`config.mk`:
```
export PLATFORM = sky130hd
export DESIGN_NAME = uart_tx_fifo_flat
export DESIGN_NICKNAME = d
export VERILOG_FILES = /design/src/rtl/uart_pkg.sv /design/src/rtl/uart_tx_fifo_if.sv /design/src/rtl/tx_fifo.sv /design/src/rtl/uart_tx_fifo.sv /design/src/flat_wrapper.sv
export SDC_FILE = /design/constraint.sdc
export NUM_CORES = 1
export LEC_CHECK = 0
export BUFFER_PORTS_ARGS = -buffer_cell sky130_fd_sc_hd__clkbuf_2
export CORE_ASPECT_RATIO = 2
export CORE_MARGIN = 2
export CORE_UTILIZATION = 45
export CTS_CLUSTER_SIZE = 10
export DETAILED_ROUTE_END_ITERATION = 12
export SYNTH_ARGS = -nofsm -noshare
export SYNTH_HDL_FRONTEND = slang
export SYNTH_SLANG_ARGS = --single-unit
```
`constraint.sdc`:
```
create_clock -name sys_clk -period 2.6 [get_ports sys_clk]
set_input_delay 0.39 -clock sys_clk [delete_from_list [all_inputs] [get_ports sys_clk]]
set_output_delay 0.39 -clock sys_clk [all_outputs]
set_load 0.1 [all_outputs]
```
`src/rtl/uart_pkg.sv`:
```
// uart_pkg: shared state encoding and line-level constants for the UART transmitter.
package uart_pkg;

    typedef enum logic [2:0] {
        IDLE,
        START,
        DATA,
        PARITY,
        STOP
    } tx_state_t;

    localparam logic UART_IDLE_LEVEL = 1'b1;
    localparam logic UART_START_BIT  = 1'b0;
    localparam logic UART_STOP_BIT   = 1'b1;
    localparam int   UART_DATA_BITS  = 8;

endpackage

```
`src/rtl/uart_tx_fifo_if.sv`:
```
// uart_tx_fifo_if: byte-write strobe in, serial line and status flags out.
interface uart_tx_fifo_if;

    logic [7:0] data_in;
    logic       in_flag;
    logic       tx;
    logic       tx_busy;
    logic       fifo_full;
    logic       overflow;

    modport master (
        output data_in,
        output in_flag,
        input  tx,
        input  tx_busy,
        input  fifo_full,
        input  overflow
    );

    modport slave (
        input  data_in,
        input  in_flag,
        output tx,
        output tx_busy,
        output fifo_full,
        output overflow
    );

endinterface

```
`src/rtl/tx_fifo.sv`:
```
// tx_fifo: power-of-two synchronous FIFO with an extra pointer MSB to tell full from empty.
module tx_fifo #(
    parameter int DEPTH = 16,
    parameter int WIDTH = 8
) (
    input  logic             clk,
    input  logic             rst,
    input  logic             wr_i,
    input  logic [WIDTH-1:0] wrData_i,
    input  logic             rd_i,
    output logic [WIDTH-1:0] rdData_o,
    output logic             full_o,
    output logic             empty_o
);
    localparam int AW = $clog2(DEPTH);

    logic [AW:0]      wrPtr_q, wrPtr_d, rdPtr_q, rdPtr_d;
    logic [WIDTH-1:0] mem_q [DEPTH];
    logic             doWrite, doRead;

    assign empty_o = (wrPtr_q == rdPtr_q);
    assign full_o  = (wrPtr_q[AW] != rdPtr_q[AW]) && (wrPtr_q[AW-1:0] == rdPtr_q[AW-1:0]);

    // A pop frees the slot in the same edge, so a write while full is taken if a read accompanies it.
    assign doRead   = rd_i && !empty_o;
    assign doWrite  = wr_i && (!full_o || doRead);
    assign rdData_o = mem_q[rdPtr_q[AW-1:0]];
    assign wrPtr_d  = wrPtr_q + {{AW{1'b0}}, doWrite};
    assign rdPtr_d  = rdPtr_q + {{AW{1'b0}}, doRead};

    always_ff @(posedge clk or posedge rst) begin
        if (rst) begin
            wrPtr_q <= '0;
            rdPtr_q <= '0;
        end else begin
            wrPtr_q <= wrPtr_d;
            rdPtr_q <= rdPtr_d;
        end
    end

    always_ff @(posedge clk) begin
        if (doWrite) begin
            mem_q[wrPtr_q[AW-1:0]] <= wrData_i;
        end
    end

endmodule

```
`src/rtl/uart_tx_fifo.sv`:
```
// uart_tx_fifo: byte FIFO feeding a registered UART serializer (start, 8 data LSB first, stop).
// Define UART_TX_PARITY_EN to insert an even-parity bit before the stop bit.
module uart_tx_fifo
    import uart_pkg::*;
#(
    parameter int BAUD_CNT_MAX = 52,
    parameter int FIFO_DEPTH   = 16
) (
    input  logic          sys_clk,
    input  logic          sys_rst,
    uart_tx_fifo_if.slave bus
);
    localparam int               CNT_W     = (BAUD_CNT_MAX > 1) ? $clog2(BAUD_CNT_MAX) : 1;
    localparam logic [CNT_W-1:0] BAUD_LAST = CNT_W'(BAUD_CNT_MAX - 1);
    localparam logic [2:0]       LAST_BIT  = 3'(UART_DATA_BITS - 1);

    tx_state_t        state_q, state_d;
    logic [CNT_W-1:0] baudCnt_q, baudCnt_d;
    logic [2:0]       bitIdx_q, bitIdx_d;
    logic [7:0]       shift_q, shift_d;
    logic             tx_q, tx_d;
    logic             overflow_q, overflow_d;
    logic             pop, startFrame, bitEnd;
    logic             fifoEmpty, fifoFull;
    logic [7:0]       fifoHead;
`ifdef UART_TX_PARITY_EN
    logic             parity_q, parity_d;
`endif

    tx_fifo #(
        .DEPTH (FIFO_DEPTH),
        .WIDTH (UART_DATA_BITS)
    ) u_fifo (
        .clk      (sys_clk),
        .rst      (sys_rst),
        .wr_i     (bus.in_flag),
        .wrData_i (bus.data_in),
        .rd_i     (pop),
        .rdData_o (fifoHead),
        .full_o   (fifoFull),
        .empty_o  (fifoEmpty)
    );

    always_comb begin
        state_d    = state_q;
        baudCnt_d  = baudCnt_q + 1'b1;
        bitIdx_d   = bitIdx_q;
        shift_d    = shift_q;
        tx_d       = tx_q;
        startFrame = 1'b0;
        bitEnd     = (baudCnt_q == BAUD_LAST);
`ifdef UART_TX_PARITY_EN
        parity_d   = parity_q;
`endif
        case (state_q)
            IDLE: begin
                baudCnt_d  = '0;
                startFrame = !fifoEmpty;
            end
            START: if (bitEnd) begin
                state_d   = DATA;
                baudCnt_d = '0;
                tx_d      = shift_q[0];
            end
            DATA: if (bitEnd) begin
                baudCnt_d = '0;
                if (bitIdx_q == LAST_BIT) begin
                    bitIdx_d = '0;
`ifdef UART_TX_PARITY_EN
                    state_d  = PARITY;
                    tx_d     = parity_q;
`else
                    state_d  = STOP;
                    tx_d     = UART_STOP_BIT;
`endif
                end else begin
                    bitIdx_d = bitIdx_q + 1'b1;
                    shift_d  = {1'b0, shift_q[7:1]};
                    tx_d     = shift_q[1];
                end
            end
`ifdef UART_TX_PARITY_EN
            PARITY: if (bitEnd) begin
                state_d   = STOP;
                baudCnt_d = '0;
                tx_d      = UART_STOP_BIT;
            end
`endif
            STOP: if (bitEnd) begin
                baudCnt_d  = '0;
                state_d    = IDLE;
                tx_d       = UART_IDLE_LEVEL;
                startFrame = !fifoEmpty;
            end
            default: begin
                state_d   = IDLE;
                baudCnt_d = '0;
                tx_d      = UART_IDLE_LEVEL;
            end
        endcase

        // Loading from IDLE and from the end of STOP share one path so back-to-back frames have no gap.
        pop = startFrame;
        if (startFrame) begin
            state_d = START;
            shift_d = fifoHead;
            tx_d    = UART_START_BIT;
`ifdef UART_TX_PARITY_EN
            parity_d = ^fifoHead;
`endif
        end
        overflow_d = overflow_q | (bus.in_flag & fifoFull & ~pop);
    end

    always_ff @(posedge sys_clk or posedge sys_rst) begin
        if (sys_rst) begin
            state_q    <= IDLE;
            baudCnt_q  <= '0;
            bitIdx_q   <= '0;
            shift_q    <= '0;
            tx_q       <= UART_IDLE_LEVEL;
            overflow_q <= 1'b0;
`ifdef UART_TX_PARITY_EN
            parity_q   <= 1'b0;
`endif
        end else begin
            state_q    <= state_d;
            baudCnt_q  <= baudCnt_d;
            bitIdx_q   <= bitIdx_d;
            shift_q    <= shift_d;
            tx_q       <= tx_d;
            overflow_q <= overflow_d;
`ifdef UART_TX_PARITY_EN
            parity_q   <= parity_d;
`endif
        end
    end

    assign bus.tx        = tx_q;
    assign bus.tx_busy   = (state_q != IDLE) || !fifoEmpty;
    assign bus.fifo_full = fifoFull;
    assign bus.overflow  = overflow_q;

endmodule

```
`src/flat_wrapper.sv`:
```
// flat-port wrapper written by rule: the top's interface ports become plain ports
module uart_tx_fifo_flat import uart_pkg::*;
#(
    parameter int BAUD_CNT_MAX = 52,
    parameter int FIFO_DEPTH   = 16
)
  (sys_clk, sys_rst, bus_data_in, bus_in_flag, bus_tx, bus_tx_busy, bus_fifo_full, bus_overflow);
  uart_tx_fifo_if bus_i ();
  input  logic sys_clk;
  input  logic sys_rst;
  input wire logic [$bits(bus_i.data_in)-1:0] bus_data_in;
  input wire logic [$bits(bus_i.in_flag)-1:0] bus_in_flag;
  output wire logic [$bits(bus_i.tx)-1:0] bus_tx;
  output wire logic [$bits(bus_i.tx_busy)-1:0] bus_tx_busy;
  output wire logic [$bits(bus_i.fifo_full)-1:0] bus_fifo_full;
  output wire logic [$bits(bus_i.overflow)-1:0] bus_overflow;
  assign bus_i.data_in = bus_data_in;
  assign bus_i.in_flag = bus_in_flag;
  assign bus_tx = bus_i.tx;
  assign bus_tx_busy = bus_i.tx_busy;
  assign bus_fifo_full = bus_i.fifo_full;
  assign bus_overflow = bus_i.overflow;
  uart_tx_fifo #(.BAUD_CNT_MAX(BAUD_CNT_MAX), .FIFO_DEPTH(FIFO_DEPTH)) u_core (.sys_clk(sys_clk), .sys_rst(sys_rst), .bus(bus_i));
endmodule
```
==> out/qor.csv <==
stage,metric,value,unit
outcome,status,finished clean,
layout,synthToLayoutAreaGrowth,16.5,%
grt,grt_pass1_vias,3634,
pwr,vdd_ir_drop_max,0.000493,V
route,wl,12600,um
sta,rsz0062_at_grt,no,
grt,track_usage,0.180,
layout,stdcell_area,0.00760,sq mm
synthesis,synth_edf_count,128,
worst_setup_path,crit_required,2210,ps
synthesis,synth_area_per_cell,17.6,sq um
worst_setup_path,cp-end-kind,primary output,
route,drt-vias-per-instance,5.42,
synthesis,synth_area_leaders,"edfxtp_1, dfrtp_1, mux4_2",
synthesis,synthCells,370,
sta,tightest_slew,959,ps
die,die-area,0.0155,sq mm
route,num_vias,3317,
sta,hold_viol,0,
die,initial_core_util,0.457,
worst_setup_path,startpoint_type,register,
worst_setup_path,cp.arrival,2010,ps
die,ios,15,
clock_network,clock_latency,420,ps
route,drcViolationCount,0,
synthesis,yosys.area.top_type,edfxtp_1,
grt,grt_pass1_wl,20000,um
placed_design,numPortBuffers,14,
clock_network,cts_sinks,160,
die,die_y,174,um
grt,grt_overflow,0,
sta,fin_crit,2400,ps
worst_setup_path,reg2reg_depth,7,
sta,slew_viol_final,0,
sta,setup_violations,0,
route,routedWlPerCell,20.6,um
sta,slew-limit-headroom,0.360,
synthesis,synth_area,0.00653,sq mm
sta,finalCritPeriodShare,0.924,
pwr,p_leak,2.74,nW
sta,setup-tns-final,0,ps
clock_network,cts_resized,0,
worst_setup_path,startpoint,u_core.u_fifo.wrPtr_q[2]$_DFF_PP0_,
sta,fin_worst_skew,8.52,ps
clock_network,cts_tree,built,
placed_design,dpl-instance-area,0.00697,sq mm
synthesis,synth_top_area_share,0.589,
synthesis,ys_seq_elements,160,
sta,fmax,0.416,GHz
synthesis,synthesis.nets,388,
pwr,power,8.54,mW
clock_network,cts_made_buffers,17,
worst_setup_path,timing.rr.start,u_core.u_fifo.wrPtr_q[2]$_DFF_PP0_,
die,die_w,89.1,um
clock_network,hold_buffers,0,
placed_design,place_hpwl,8690,um
synthesis,yosysWarnings,0,
placed_design,globalplace.congestion,0.864,
pwr,powerDensity,1120,mW/mm^2
synthesis,dominantRegCellSynth,edfxtp_1,
route,ant_nets,0,
route,drt_first_pass_iters,4,
clock_network,clk_pin_slew_worst_paths,60,ps
grt,grt_max_degree,36,
layout,layout-drive-gt1-share,0.286,
die,coreArea,0.0143,sq mm
clock_network,htree_levels,4,
synthesis,yosys.cell_types.count,38,
hold_path,hold_path_class,in -> async,
clock_network,clockBufferDepth,2,
run,maxCapViolations,0,
route,drt-initial-drc-count,194,
clock_network,post_cts_buffers,0,
grt,antenna_found_initial,0,
worst_setup_path,path_class,reg -> out,
synthesis,async_flop_share,0.200,
clock_network,cts-root-buf,clkbuf_16,
die,std_cell_rows,62,
synthesis,synth_seq_area_share,0.712,
worst_setup_path,crit_fanout,11,
layout,insertedDiodeCount,0,
layout,nets,425,
[state kept, by name, indices dropped and copies added, names as in the netlist]
name / count
u_core.u_fifo.mem_q: 128
u_core.shift_q: 8
u_core.baudCnt_q: 6
u_core.u_fifo.rdPtr_q: 5
u_core.u_fifo.wrPtr_q: 5
u_core.bitIdx_q: 3
u_core.state_q: 3
u_core.bus.overflow: 1
u_core.bus.tx: 1
[power by group]
part | switching, mW | internal (mW) | leakage (nW)
logic | 1.44 | 1.09 | 0.873
clock network | 1.02 | 1.57 | 0.318
registers | 0.242 | 3.18 | 1.55
[cell type report]
| cell class | count | area, sq um |
|---|---|---|
| Clock buffer | 21 | 526 |
| Clock inverter | 11 | 106 |
| Fill cell | 1189 | 6670 |
| Inverter | 7 | 26.3 |
| Multi-Input combinational cell | 181 | 1750 |
| Sequential cell | 160 | 4650 |
| Tap cell | 192 | 240 |
| Timing Repair Buffer | 40 | 308 |
[logic make-up (layout without fill, tap and decap cells)]
| logic type | count (synthesis) | after routing | synth area share |
|---|---|---|---|
| buf+inv | 29 | 79 | 0.0249 |
| compound gates | 39 | 39 | 0.0385 |
| mux | 42 | 42 | 0.126 |
| fa+ha+maj | 7 | 7 | 0.0134 |
| flops | 160 | 160 | 0.712 |
| simple gates | 77 | 77 | 0.0635 |
| xor+xnor | 16 | 16 | 0.0215 |
[layout by cell type, fill, tap and decap left out, drive strengths merged, types with 2 or more instances in the layout]
cell type / netlist / routed
mux2: 2 / 2
o21ai: 9 / 9
nand2b: 6 / 6
xor2: 9 / 9
clkbuf: 8 / 33
buf: 14 / 28
nor4: 7 / 7
or3: 3 / 3
edfxtp: 128 / 128
nor3: 9 / 9
ha: 7 / 7
clkinv: 0 / 3
inv: 7 / 14
nor2b: 3 / 3
mux4: 32 / 32
nand2: 14 / 14
nand3: 8 / 8
a21oi: 11 / 11
dfrtp: 31 / 31
xnor2: 7 / 7
a22oi: 15 / 15
mux2i: 8 / 8
nor2: 21 / 21
[critical path: stages, from the launching register on]
cell and delay, ps:
dfrtp_1 600, xor2_1 180, nor4_4 300, nand3_1 270
buf_12 250
[path summary, 6_finish.rpt]
kind	to	slack, ps
hold / removal	u_core.u_fifo.rdPtr_q[1]$_DFF_PP0_	170
setup reg to reg	u_core.u_fifo.mem_q[4][0]$_DFFE_PP_	390
setup / recovery	bus_tx_busy	200
max in group asynchronous	u_core.baudCnt_q[0]$_DFF_PP0_	1780
min in group sys_clk	u_core.bus.overflow$_DFF_PP0_	210
hold reg to reg	u_core.bus.overflow$_DFF_PP0_	450
[routing by layer]
| metal | share of wire | wire length [um] | vias to the layer above | GRT usage |
|---|---|---|---|---|
| li1 | - | - | 1515 | - |
| met1 | 0.36 | 4560 | 1724 | 0.198 |
| met2 | 0.59 | 7480 | 58 | 0.330 |
| met3 | 0.023 | 292 | 20 | 0.0375 |
| met4 | 0.021 | 265 | 0 | 0.0659 |
| met5 | 0 | 0 | - | 0 |
[per-stage QoR]
step | setup slack [ps] | hold WS, ps | utilization | std cells
5_1_grt | 122 | 208 | 0.533 | 612
3_5_place_dp | 395 | 447 | 0.488 | 580
2_1_floorplan | 86.5 | 433 | - | 370
3_3_place_gp | 363 | 443 | 0.488 | 580
4_1_cts | 176 | 183 | 0.533 | 612
6_report | 197 | 168 | 0.533 | 612
[Yosys cell counts (all sizes together), types with 3 or more instances]
library cell	instances
a21oi	11
a22oi	15
buf	14
clkbuf	8
dfrtp	31
edfxtp	128
ha	7
inv	7
mux2i	8
mux4	32
nand2	14
nand2b	6
nand3	8
nor2	21
nor2b	3
nor3	9
nor4	7
o21ai	9
or3	3
xnor2	7
xor2	9
(Power assumes the default switching activity.)
